## src/rtl/ps2_key_joy_if.sv

```systemverilog
// Pin and key-vector bundle between the PS/2 front end and its consumer.
// The debug field exposes the receiver state for external checkers.
interface ps2_key_joy_if;
    logic       i_ps2_clk;
    logic       i_ps2_data;
    logic [9:0] o_key_joy1;
    logic [9:0] o_key_joy2;
    logic       o_four_players;
    logic       o_frame_err;
    logic [1:0] dbg_rx_state;

    modport master (
        output i_ps2_clk, i_ps2_data,
        input  o_key_joy1, o_key_joy2, o_four_players, o_frame_err, dbg_rx_state
    );

    modport slave (
        input  i_ps2_clk, i_ps2_data,
        output o_key_joy1, o_key_joy2, o_four_players, o_frame_err, dbg_rx_state
    );
endinterface

```

## src/rtl/ps2_key_joy.sv

```systemverilog
// PS/2 keyboard receiver and scancode decoder producing held-key vectors for
// both paddles plus a 2/4 player toggle driven by F2.
module ps2_key_joy #(
    parameter logic [19:0] TIMEOUT = 20'd500000,
    parameter logic [3:0]  FILTER  = 4'd8
) (
    input  logic          clock,
    input  logic          reset_n,
    ps2_key_joy_if.slave  bus
);

    typedef enum logic [1:0] {
        RX_IDLE   = 2'd0,
        RX_DATA   = 2'd1,
        RX_PARITY = 2'd2,
        RX_STOP   = 2'd3
    } rx_state_e;

    // Both pins idle high, so the synchronisers reset to 1 to avoid a false edge.
    logic clk_s1_q, clk_s2_q, dat_s1_q, dat_s2_q;

    always_ff @(posedge clock or negedge reset_n) begin
        if (!reset_n) begin
            clk_s1_q <= 1'b1;
            clk_s2_q <= 1'b1;
            dat_s1_q <= 1'b1;
            dat_s2_q <= 1'b1;
        end else begin
            clk_s1_q <= bus.i_ps2_clk;
            clk_s2_q <= clk_s1_q;
            dat_s1_q <= bus.i_ps2_data;
            dat_s2_q <= dat_s1_q;
        end
    end

    logic       flt_clk_q, flt_clk_d;
    logic [3:0] flt_cnt_q, flt_cnt_d;
    logic       fall_edge;

    always_comb begin
        flt_clk_d = flt_clk_q;
        flt_cnt_d = flt_cnt_q;
        if (clk_s2_q == flt_clk_q) begin
            flt_cnt_d = 4'd0;
        end else if (flt_cnt_q == FILTER - 4'd1) begin
            flt_clk_d = clk_s2_q;
            flt_cnt_d = 4'd0;
        end else begin
            flt_cnt_d = flt_cnt_q + 4'd1;
        end
        fall_edge = flt_clk_q & ~flt_clk_d;
    end

    always_ff @(posedge clock or negedge reset_n) begin
        if (!reset_n) begin
            flt_clk_q <= 1'b1;
            flt_cnt_q <= 4'd0;
        end else begin
            flt_clk_q <= flt_clk_d;
            flt_cnt_q <= flt_cnt_d;
        end
    end

    rx_state_e  rx_state_q;
    logic [2:0] bit_cnt_q;
    logic [7:0] shift_q;
    logic       par_q;
    logic [19:0] tmo_q;
    logic       byte_stb_q;
    logic [7:0] byte_q;
    logic       err_q;

    // par_q accumulates data+parity; it must end at 1 for odd parity.
    always_ff @(posedge clock or negedge reset_n) begin
        if (!reset_n) begin
            rx_state_q <= RX_IDLE;
            bit_cnt_q  <= 3'd0;
            shift_q    <= 8'd0;
            par_q      <= 1'b0;
            tmo_q      <= 20'd0;
            byte_stb_q <= 1'b0;
            byte_q     <= 8'd0;
            err_q      <= 1'b0;
        end else begin
            byte_stb_q <= 1'b0;
            err_q      <= 1'b0;
            if (fall_edge) begin
                tmo_q <= 20'd0;
                case (rx_state_q)
                    RX_IDLE: begin
                        if (!dat_s2_q) begin
                            rx_state_q <= RX_DATA;
                            bit_cnt_q  <= 3'd0;
                            par_q      <= 1'b0;
                        end
                    end
                    RX_DATA: begin
                        shift_q   <= {dat_s2_q, shift_q[7:1]};
                        par_q     <= par_q ^ dat_s2_q;
                        bit_cnt_q <= bit_cnt_q + 3'd1;
                        if (bit_cnt_q == 3'd7) rx_state_q <= RX_PARITY;
                    end
                    RX_PARITY: begin
                        par_q      <= par_q ^ dat_s2_q;
                        rx_state_q <= RX_STOP;
                    end
                    RX_STOP: begin
                        rx_state_q <= RX_IDLE;
                        if (dat_s2_q && par_q) begin
                            byte_stb_q <= 1'b1;
                            byte_q     <= shift_q;
                        end else begin
                            err_q <= 1'b1;
                        end
                    end
                    default: rx_state_q <= RX_IDLE;
                endcase
            end else if (rx_state_q != RX_IDLE) begin
                if (tmo_q == TIMEOUT - 20'd1) begin
                    rx_state_q <= RX_IDLE;
                    err_q      <= 1'b1;
                    tmo_q      <= 20'd0;
                end else begin
                    tmo_q <= tmo_q + 20'd1;
                end
            end
        end
    end

    logic       ext_q, ext_d, brk_q, brk_d;
    logic [2:0] skip_q, skip_d;
    logic [9:0] joy1_q, joy1_d, joy2_q, joy2_d;
    logic       four_q, four_d;
    logic       make;
    logic [8:0] key;

    // Pause (E1) emits 8 bytes; the E1 itself plus 7 skipped bytes are ignored.
    always_comb begin
        ext_d  = ext_q;
        brk_d  = brk_q;
        skip_d = skip_q;
        joy1_d = joy1_q;
        joy2_d = joy2_q;
        make   = ~brk_q;
        key    = {ext_q, byte_q};
        if (byte_stb_q) begin
            if (skip_q != 3'd0) begin
                skip_d = skip_q - 3'd1;
            end else if (byte_q == 8'hE1) begin
                skip_d = 3'd7;
            end else if (byte_q == 8'hE0) begin
                ext_d = 1'b1;
            end else if (byte_q == 8'hF0) begin
                brk_d = 1'b1;
            end else begin
                case (key)
                    9'h174: joy1_d[0] = make;
                    9'h16B: joy1_d[1] = make;
                    9'h172: joy1_d[2] = make;
                    9'h175: joy1_d[3] = make;
                    9'h114: joy1_d[4] = make;
                    9'h059: joy1_d[5] = make;
                    9'h05A: joy1_d[6] = make;
                    9'h076: joy1_d[7] = make;
                    9'h005: joy1_d[8] = make;
                    9'h006: joy1_d[9] = make;
                    9'h023: joy2_d[0] = make;
                    9'h01C: joy2_d[1] = make;
                    9'h01A: joy2_d[2] = make;
                    9'h015: joy2_d[3] = make;
                    9'h029: joy2_d[4] = make;
                    9'h012: joy2_d[5] = make;
                    9'h016: joy2_d[6] = make;
                    9'h01E: joy2_d[7] = make;
                    9'h026: joy2_d[8] = make;
                    9'h025: joy2_d[9] = make;
                    default: ;
                endcase
                ext_d = 1'b0;
                brk_d = 1'b0;
            end
        end
        four_d = four_q ^ (joy1_d[9] & ~joy1_q[9]);
    end

    always_ff @(posedge clock or negedge reset_n) begin
        if (!reset_n) begin
            ext_q  <= 1'b0;
            brk_q  <= 1'b0;
            skip_q <= 3'd0;
            joy1_q <= 10'd0;
            joy2_q <= 10'd0;
            four_q <= 1'b0;
        end else begin
            ext_q  <= ext_d;
            brk_q  <= brk_d;
            skip_q <= skip_d;
            joy1_q <= joy1_d;
            joy2_q <= joy2_d;
            four_q <= four_d;
        end
    end

    assign bus.o_key_joy1     = joy1_q;
    assign bus.o_key_joy2     = joy2_q;
    assign bus.o_four_players = four_q;
    assign bus.o_frame_err    = err_q;
    assign bus.dbg_rx_state   = rx_state_q;

endmodule

```

## src/flat_wrapper.sv

```systemverilog
// flat-port wrapper written by rule: the top's interface ports become plain ports
module ps2_key_joy_flat 
#(
    parameter logic [19:0] TIMEOUT = 20'd500000,
    parameter logic [3:0]  FILTER  = 4'd8
)
  (clock, reset_n, bus_i_ps2_clk, bus_i_ps2_data, bus_o_key_joy1, bus_o_key_joy2, bus_o_four_players, bus_o_frame_err, bus_dbg_rx_state);
  ps2_key_joy_if bus_i ();
  input  logic clock;
  input  logic reset_n;
  input wire logic [$bits(bus_i.i_ps2_clk)-1:0] bus_i_ps2_clk;
  input wire logic [$bits(bus_i.i_ps2_data)-1:0] bus_i_ps2_data;
  output wire logic [$bits(bus_i.o_key_joy1)-1:0] bus_o_key_joy1;
  output wire logic [$bits(bus_i.o_key_joy2)-1:0] bus_o_key_joy2;
  output wire logic [$bits(bus_i.o_four_players)-1:0] bus_o_four_players;
  output wire logic [$bits(bus_i.o_frame_err)-1:0] bus_o_frame_err;
  output wire logic [$bits(bus_i.dbg_rx_state)-1:0] bus_dbg_rx_state;
  assign bus_i.i_ps2_clk = bus_i_ps2_clk;
  assign bus_i.i_ps2_data = bus_i_ps2_data;
  assign bus_o_key_joy1 = bus_i.o_key_joy1;
  assign bus_o_key_joy2 = bus_i.o_key_joy2;
  assign bus_o_four_players = bus_i.o_four_players;
  assign bus_o_frame_err = bus_i.o_frame_err;
  assign bus_dbg_rx_state = bus_i.dbg_rx_state;
  ps2_key_joy #(.TIMEOUT(TIMEOUT), .FILTER(FILTER)) u_core (.clock(clock), .reset_n(reset_n), .bus(bus_i));
endmodule
```

## config.mk

```make
export PLATFORM = sky130hd
export DESIGN_NAME = ps2_key_joy_flat
export DESIGN_NICKNAME = d
export VERILOG_FILES = /design/src/rtl/ps2_key_joy_if.sv /design/src/rtl/ps2_key_joy.sv /design/src/flat_wrapper.sv
export SDC_FILE = /design/constraint.sdc
export NUM_CORES = 1
export LEC_CHECK = 0
export ABC_AREA = 1
export CAP_MARGIN = 10
export CORE_MARGIN = 2
export CORE_UTILIZATION = 52
export CTS_CLUSTER_DIAMETER = 30
export CTS_CLUSTER_SIZE = 24
export DETAILED_ROUTE_END_ITERATION = 12
export GPL_TIMING_DRIVEN = 0
export PLACE_DENSITY = 0.72
export SYNTH_ARGS = -nofsm -noshare
export SYNTH_HDL_FRONTEND = slang
export SYNTH_SLANG_ARGS = --single-unit
```

## constraint.sdc

```tcl
create_clock -name clock -period 2.08 [get_ports clock]
set_clock_uncertainty 0.2 [all_clocks]
set_input_delay 0.416 -clock clock [delete_from_list [all_inputs] [get_ports clock]]
set_output_delay 0.416 -clock clock [all_outputs]
set_load 0.02 [all_outputs]
```

==> results of run 1 <==
[registers in the layout, summed over array words and instances, names as in the netlist]
register	flops
u_core.brk_q	1
u_core.clk_s2_q	1
u_core.bit_cnt_q	3
u_core.par_q	1
u_core.shift_q	8
u_core.tmo_q	20
u_core.dat_s1_q	1
u_core.dat_s2_q	1
u_core.byte_stb_q	1
u_core.bus.o_key_joy1	10
u_core.flt_clk_q	1
u_core.clk_s1_q	1
u_core.bus.dbg_rx_state	2
u_core.bus.o_four_players	1
u_core.bus.o_frame_err	1
u_core.ext_q	1
u_core.flt_cnt_q	4
u_core.byte_q	8
u_core.skip_q	3
u_core.bus.o_key_joy2	10
[power by group]
part,leakage (nW),switching (mW),internal [mW],total [mW]
sequential,1.08,0.0252,1.57,1.60
combinational,1.08,0.0686,0.0385,0.107
clock,0.0922,0.596,0.507,1.10
total,2.26,0.690,2.12,2.81
[synth_stat cells (2+ instances only)]
| cell | n | share of area (%) |
|---|---|---|
| sky130_fd_sc_hd__nand2_1 | 166 | 15 |
| sky130_fd_sc_hd__dfrtp_1 | 74 | 43 |
| sky130_fd_sc_hd__inv_1 | 65 | 5.7 |
| sky130_fd_sc_hd__nor2_1 | 53 | 4.7 |
| sky130_fd_sc_hd__nand3_1 | 46 | 5.4 |
| sky130_fd_sc_hd__o21ai_0 | 28 | 3.3 |
| sky130_fd_sc_hd__nand4_1 | 18 | 2.6 |
| sky130_fd_sc_hd__nor4_1 | 12 | 1.8 |
| sky130_fd_sc_hd__a21oi_1 | 11 | 1.3 |
| sky130_fd_sc_hd__ha_1 | 11 | 3.2 |
| sky130_fd_sc_hd__nor3_1 | 8 | 0.94 |
| sky130_fd_sc_hd__o21ai_2 | 6 | 1.2 |
| sky130_fd_sc_hd__dfstp_2 | 5 | 3.1 |
| sky130_fd_sc_hd__nand2_2 | 5 | 0.73 |
| sky130_fd_sc_hd__buf_6 | 4 | 1.1 |
| sky130_fd_sc_hd__inv_2 | 4 | 0.35 |
| sky130_fd_sc_hd__o31ai_1 | 4 | 0.70 |
| sky130_fd_sc_hd__buf_2 | 3 | 0.35 |
| sky130_fd_sc_hd__nand3_2 | 3 | 0.70 |
| sky130_fd_sc_hd__nor2_2 | 3 | 0.44 |
| sky130_fd_sc_hd__nor2_4 | 3 | 0.79 |
| sky130_fd_sc_hd__buf_4 | 2 | 0.35 |
| sky130_fd_sc_hd__clkbuf_1 | 2 | 0.18 |
| sky130_fd_sc_hd__nand3b_1 | 2 | 0.35 |
| sky130_fd_sc_hd__o21ai_1 | 2 | 0.23 |
| sky130_fd_sc_hd__xor2_1 | 2 | 0.41 |
[metrics by stage]
stage	worst slack (ns)	total power, mW	utilization [%]
after floorplan	0.223	1.68	-
after global placement	-2.35	1.72	57.8
after detailed placement	0.118	1.74	58.1
after CTS	0.0300	2.83	60.6
after global routing	0.000204	2.93	60.6
final	0.0709	2.81	60.6
[kinds of logic (layout without fill, tap and decap cells)]
group | Yosys count | in the layout
simple gates | 322 | 322
fa+ha+maj | 11 | 11
buf+inv | 81 | 126
flops | 79 | 79
xor+xnor | 3 | 3
compound gates | 57 | 57
[area by class of cell]
cell class / instances / area, µm²
Fill cell: 749 / 3190
Clock inverter: 5 / 41.3
Sequential cell: 79 / 1980
Tap cell: 105 / 131
Timing Repair Buffer: 29 / 308
Clock buffer: 11 / 151
Inverter: 70 / 263
Multi-Input combinational cell: 393 / 1950
Buffer: 11 / 82.6
[per-layer routing]
layer	global-route usage, %	routed length (µm)	vias up
li1	-	-	1882
met1	27.5	4080	1742
met3	3.03	349	15
met5	0	0	-
met2	36.8	4280	91
met4	10.3	159	0
[path summary, 6_finish.rpt]
path	cells past startpoint	slack (ns)	start	to
setup / recovery	1	0.07	u_core.bus.dbg_rx_state[1]	bus_dbg_rx_state[1]
hold / removal	0	0.16	u_core.clk_s1_q	u_core.clk_s2_q
setup reg to reg	8	0.22	u_core.tmo_q[0]	u_core.tmo_q[11]
hold reg to reg	0	0.16	u_core.clk_s1_q	u_core.clk_s2_q
max in group asynchronous	3	0.72	reset_n	u_core.dat_s1_q
min in group asynchronous	2	0.32	reset_n	u_core.bus.o_key_joy1[9]
[timing repair]
item / 4_1_cts / 5_1_grt
gates resized for setup: 0 / 4
endpoints found under the setup margin: 0 / 10
hold endpoints to repair: 28 / 0
hold buffers: 1 / 0
==> out/qor.log, run 1 <==
[grt] largest net degree at the start of global routing 52
[clock_tree] deepest clock path buffer count 2
[min_path] path type of the worst min-delay path reg -> reg
[drt] routed len/inst 12.6 µm
[logic_synthesis] area share of and/or/nand/nor cells after synthesis 33.9%
[drt] vias per inst 5.31
[sta] Hold Violations, Final 0
[logic_synthesis] share of the synthesized netlist area taken by xor and xnor gates 0.615%
[cells_and_area] design area 4910 µm²
[logic_synthesis] fraction of the mapped netlist area in compound gates 7.79%
[critical_path] critical path's slowest cell sky130_fd_sc_hd__clkdlybuf4s50_1
[clock_tree] clock latency at the later pin of the worst-skew pair 0.35 ns
[logic_synthesis] fraction of the mapped netlist area in adder cells 3.22%
[critical_path] Worst Setup Start Kind flip-flop
[logic_synthesis] distinct cell type count of the synthesized netlist 37
[cells_and_area] commonest cells after routing, fill and taps aside sky130_fd_sc_hd__nand2_1 (165), sky130_fd_sc_hd__dfrtp_1 (74), sky130_fd_sc_hd__inv_1 (65)
[critical_path] sort of element at the end of the critical path output port
[clock_tree] total clock sinks 79
[clock_tree] clock transition at the registers of the reported paths 0.08 ns
[logic_synthesis] share of synthesized area spent on multiplexers 0%
[logic_synthesis] total nets after synthesis 568
[cells_and_area] final non-filler cell total 703
[clock_tree] clock tree from TritonCTS yes
[grt] global-route wire length before repair 15.5 mm
[sta] Max Fclk 0.498 GHz
[logic_synthesis] average cell area after synthesis 7.73 µm²
[critical_path] required time worst endpoint 1.46 ns
[pwr] PwrDens 572 nW/µm²
[grt] gr ovfl total 0
[critical_path] Max FO, Critical Path 5
[logic_synthesis] total of warnings raised by yosys 0
[sta] Setup violations, final 0
[grt] number of global-route vias before repair 3558
[clock_tree] Root Buffer Master sky130_fd_sc_hd__clkbuf_8
[logic_synthesis] sequential fraction of the synthesis area 46.4%
[place] placed cell count 686
[run_status] run status complete, no violations
[job] number of maximum-capacitance constraint violations 0
[critical_path] worst path buffer plus inverter count 1
[clock_tree] CTS H-tree depth 3
[floorplanning] number of placement rows 33
[place] HPWL after DPL 6.65 mm
[logic_synthesis] share of synthesized flip-flops with an asynchronous set or reset 100%
[cells_and_area] ant diodes 0
[drt] routed via count 3730
[pwr] leakage power summed over all cells 2.26 nW
[critical_path] crit-path cells clkdlybuf4s50_1
[critical_path] critical path arrival 1.39 ns
[floorplanning] initial standard-cell utilization of the core 52.8%
[critical_path] family with the most delay on the worst path buffers and inverters
[logic_synthesis] gate count after technology mapping 553
[cells_and_area] Area Overhead vs Synth 14.8%
[grt] global-route usage over all layers 21.8%
[drt] sum of routed wire length over all layers 8.87 mm
[place] placement-stage cell area 4700 µm²
[drt] antenna-violating nets left 0
[floorplanning] number of top-level design ports 28
[drt] first drt pass iteration count 5
[clock_tree] total setup buffers inserted after CTS 0
[sta] shortest period the worst path allows 2.01 ns
[floorplanning] area of the die 8960 µm²
[sta] Fin Setup TNS 0 ns
[place] port bufs 27
[logic_synthesis] combinational family with the most area after synthesis simple AND/OR/NAND/NOR gates
[drt] number of violations reported at the end of detailed-routing iteration 0 177
[floorplanning] Vert. Die Dim 94.6 µm
[critical_path] Largest stage delay, worst path 0.63 ns
[floorplanning] Core Footprint 8090 µm²
[cells_and_area] most frequent standard cell in the layout excluding fill and tap cells sky130_fd_sc_hd__nand2_1
[clock_tree] number of buffers inserted during clock tree synthesis 9
[sta] share of the clock period used by the worst path 96.6%
[sta] final-layout worst hold slack 0.158 ns
[sta] Final Max Tran Viols 0
[pwr] largest vdd supply drop 0.407 mV
[sta] unrepaired setup endpoints after global routing false
[logic_synthesis] summed instance area of the synthesized netlist 4270 µm²
[drt] DRC violations left 0
[sta] transition time at the pin with the least slew margin 0.510 ns
[critical_path] type of the worst setup path reg -> out
[floorplanning] Die W 94.6 µm
[cells_and_area] NumNets Final 608
[logic_synthesis] synthesized flop and latch total 79
[sta] Relative slew margins 65.7%
[cells_and_area] share of layout cells above drive strength 1 10.2%
[logic_synthesis] Main synth FF type sky130_fd_sc_hd__dfrtp_1
[logic_synthesis] number of enable flip-flop cells after synthesis 0
[place] GP Congestion 0.926
[grt] antenna violations before repair 0
No activity file was read; power rests on OpenSTA's default activity.
==> inputs of run 2 (changes only) <==
Settings changed: GPL_ROUTABILITY_DRIVEN set to 1, SLEW_MARGIN set to 20.
==> results of run 2 <==
The final DEF is identical to that of run 1; final timing and power are the same.
==> inputs of run 3 (changes only) <==
Settings changed: PLACE_DENSITY 0.72 to 0.75.
==> run 3 against run 2 <==
Effect of this change: power rose by 1.6%; sequential share of layout area shrank 0.12 points; count of clock-buffer cells in the layout shrank 1; design area up 0.31%; critical path depth stayed put; global-route usage decreased by 0.074 points; fmax is 0.17% lower; die area is the same; critical endpoint is now bus_dbg_rx_state[0]; largest cell class unchanged; highest routed layer unchanged.
==> out/qor.log, run 3 (synthesis gave the netlist of run 1 again) <==
[sta] share of the clock period used by the worst path 96.8% [was 96.6%]
[cells_and_area] share of layout cells above drive strength 1 10.4% [was 10.2%]
[critical_path] sort of element at the end of the critical path output port [unchanged]
[place] placed cell count 686 [unchanged]
[min_path] capture endpoint of the worst hold path u_core.clk_s2_q [unchanged]
[critical_path] Worst R2R End u_core.bus.o_key_joy2[3] [was u_core.tmo_q[11]]
[drt] DRC violations left 0 [unchanged]
[clock_tree] CTS H-tree depth 3 [unchanged]
[place] port bufs 27 [unchanged]
[grt] antenna violations before repair 0 [unchanged]
[clock_tree] clock tree from TritonCTS yes [unchanged]
[sta] shortest period the worst path allows 2.01 ns [about the same]
[pwr] PwrDens 580 nW/µm² [was 572 nW/µm²]
[critical_path] number of cell instances on the worst register-to-register path 6 [was 8]
[pwr] leakage power summed over all cells 2.24 nW [was 2.26 nW]
[critical_path] Worst Setup Start Kind flip-flop [unchanged]
[clock_tree] number of buffers inserted during clock tree synthesis 9 [unchanged]
[clock_tree] total clock sinks 79 [unchanged]
[floorplanning] Core Footprint 8090 µm² [unchanged]
[floorplanning] Die W 94.6 µm [unchanged]
[floorplanning] number of placement rows 33 [unchanged]
[cells_and_area] most frequent standard cell in the layout excluding fill and tap cells sky130_fd_sc_hd__nand2_1 [unchanged]
[cells_and_area] largest register by flop count u_core.tmo_q [unchanged]
[grt] gr ovfl total 0 [unchanged]
[sta] Relative slew margins 67.0% [was 65.7%]
[critical_path] required time worst endpoint 1.46 ns [about the same]
[critical_path] Largest stage delay, worst path 0.63 ns [about the same]
[drt] vias per inst 5.27 [was 5.31]
[drt] routed len/inst 12.5 µm [was 12.6 µm]
[cells_and_area] fin util 60.8% [was 60.6%]
[grt] global-route wire length before repair 15.6 mm [was 15.5 mm]
[critical_path] internal reg-to-reg setup slack 0.17 ns [was 0.22 ns]
[drt] first drt pass iteration count 4 [was 5]
[sta] Max Fclk 0.497 GHz [was 0.498 GHz]
[critical_path] critical path's slowest cell sky130_fd_sc_hd__clkdlybuf4s50_1 [unchanged]
[clock_tree] Root Buffer Master sky130_fd_sc_hd__clkbuf_8 [unchanged]
[clock_tree] clock transition at the registers of the reported paths 0.08 ns [about the same]
[critical_path] start of the worst register-to-register path u_core.byte_q[7] [was u_core.tmo_q[0]]
[clock_tree] clock latency at the later pin of the worst-skew pair 0.35 ns [about the same]
[clock_tree] deepest clock path buffer count 2 [unchanged]
[critical_path] Max FO, Critical Path 5 [unchanged]
[sta] unrepaired setup endpoints after global routing false [unchanged]
[sta] transition time at the pin with the least slew margin 0.495 ns [was 0.510 ns]
[grt] largest net degree at the start of global routing 51 [was 52]
[drt] antenna-violating nets left 0 [unchanged]
[sta] Setup violations, final 0 [unchanged]
[min_path] critical hold path startpoint u_core.clk_s1_q [unchanged]
[cells_and_area] final non-filler cell total 703 [unchanged]
[min_path] path type of the worst min-delay path reg -> reg [unchanged]
[critical_path] family with the most delay on the worst path buffers and inverters [unchanged]
[cells_and_area] NumNets Final 608 [unchanged]
[floorplanning] area of the die 8960 µm² [unchanged]
[critical_path] crit-path cells clkdlybuf4s50_1 [unchanged]
[sta] Hold Violations, Final 0 [unchanged]
[place] HPWL after DPL 6.52 mm [was 6.65 mm]
[cells_and_area] Area Overhead vs Synth 15.2% [was 14.8%]
[floorplanning] initial standard-cell utilization of the core 52.8% [unchanged]
[sta] Final Max Tran Viols 0 [unchanged]
[cells_and_area] number of fill cells 746 [was 749]
[drt] number of violations reported at the end of detailed-routing iteration 0 158 [was 177]
[critical_path] type of the worst setup path reg -> out [unchanged]
[cells_and_area] number of flip-flops under the largest register name 20 [unchanged]
[drt] routed via count 3705 [was 3730]
[place] GP Congestion 0.909 [was 0.926]
[job] number of maximum-capacitance constraint violations 0 [unchanged]
[grt] global-route usage over all layers 21.7% [was 21.8%]
[run_status] run status complete, no violations [unchanged]
[critical_path] critical path arrival 1.40 ns [was 1.39 ns]
[grt] number of global-route vias before repair 3571 [was 3558]
[pwr] largest vdd supply drop 0.412 mV [was 0.407 mV]
[cells_and_area] ant diodes 0 [unchanged]
[min_path] cell depth of the worst hold path 0 [unchanged]
[floorplanning] number of top-level design ports 28 [unchanged]
[floorplanning] Vert. Die Dim 94.6 µm [unchanged]
[drt] sum of routed wire length over all layers 8.80 mm [was 8.87 mm]
[cells_and_area] commonest cells after routing, fill and taps aside sky130_fd_sc_hd__nand2_1 (165), sky130_fd_sc_hd__dfrtp_1 (74), sky130_fd_sc_hd__inv_1 (65) [unchanged]
[critical_path] worst path buffer plus inverter count 1 [unchanged]
run 3: changes by cell type in the layout (fill, tap and decap cells not counted), sizes merged:
cell / delta
clkinvlp: +1
clkinv: -1
dlymetal6s2s: -1
bufinv: +1
clkbuf: -1
clkdlybuf4s50: +1
run 3: final cells by class:
class / instances / area [µm²] / area share, %
flip-flops and latches: 79 / 1980 / 40.3
repair buffers: 29 / 305 / 6.20
clock buffers: 10 / 128 / 2.59
inverters: 70 / 263 / 5.34
plain buffers: 11 / 82.6 / 1.68
multi-input cells: 393 / 1960 / 39.8
well taps: 105 / 131 / 2.67
clock inverters: 6 / 70.1 / 1.42
run 3: what timing repair did:
| action | in CTS | in global routing |
|---|---|---|
| gates resized for setup | 0 | 4 |
| hold endpoints to repair | 29 | 0 |
| setup buffers | 0 | 0 |
| hold buffers | 1 | 0 |
| setup endpoints to repair | 0 | 10 |
run 3: per-stage QoR:
stage	setup WS, ns	instance area, µm²	total power, mW	TNS, ns	hold slack [ns]
after floorplan	0.223	4270	1.68	0	-0.0796
after global placement	-2.32	4670	1.72	-178.67	0.146
after detailed placement	0.124	4700	1.74	0	0.147
after CTS	0.0493	4910	2.89	0	0.160
after global routing	0.000956	4920	2.97	0	0.165
final	0.0676	4920	2.85	0	0.158
run 3: how the worst max path moves through the flow:
stage	start	endpoint	slack (ns)	cells after the start
2_1_floorplan	u_core.bus.dbg_rx_state[0]	u_core.bus.dbg_rx_state[0]	0.22	8
3_3_place_gp	reset_n	u_core.tmo_q[19]	-2.32	1
3_5_place_dp	u_core.bus.dbg_rx_state[0]	u_core.bus.dbg_rx_state[1]	0.12	8
4_1_cts	u_core.bus.dbg_rx_state[0]	bus_dbg_rx_state[0]	0.05	1
5_1_grt	u_core.flt_cnt_q[0]	u_core.tmo_q[15]	0.001	10
6_report	u_core.bus.dbg_rx_state[0]	bus_dbg_rx_state[0]	0.07	1
run 3: layer usage:
layer  up-vias  track usage (%)  wire length [µm]  part of all wire, %
met5         -                0                 0                    0
met4         0             7.00               118                  1.3
met3        10             3.19               384                  4.4
met2        84             36.1              4100                   47
met1      1731             29.2              4190                   48
li1       1880                -                 -                    -
run 3: power breakdown:
group | internal (mW) | switching [mW]
Combinational | 0.0386 | 0.0678
Sequential | 1.57 | 0.0259
Clock | 0.561 | 0.588
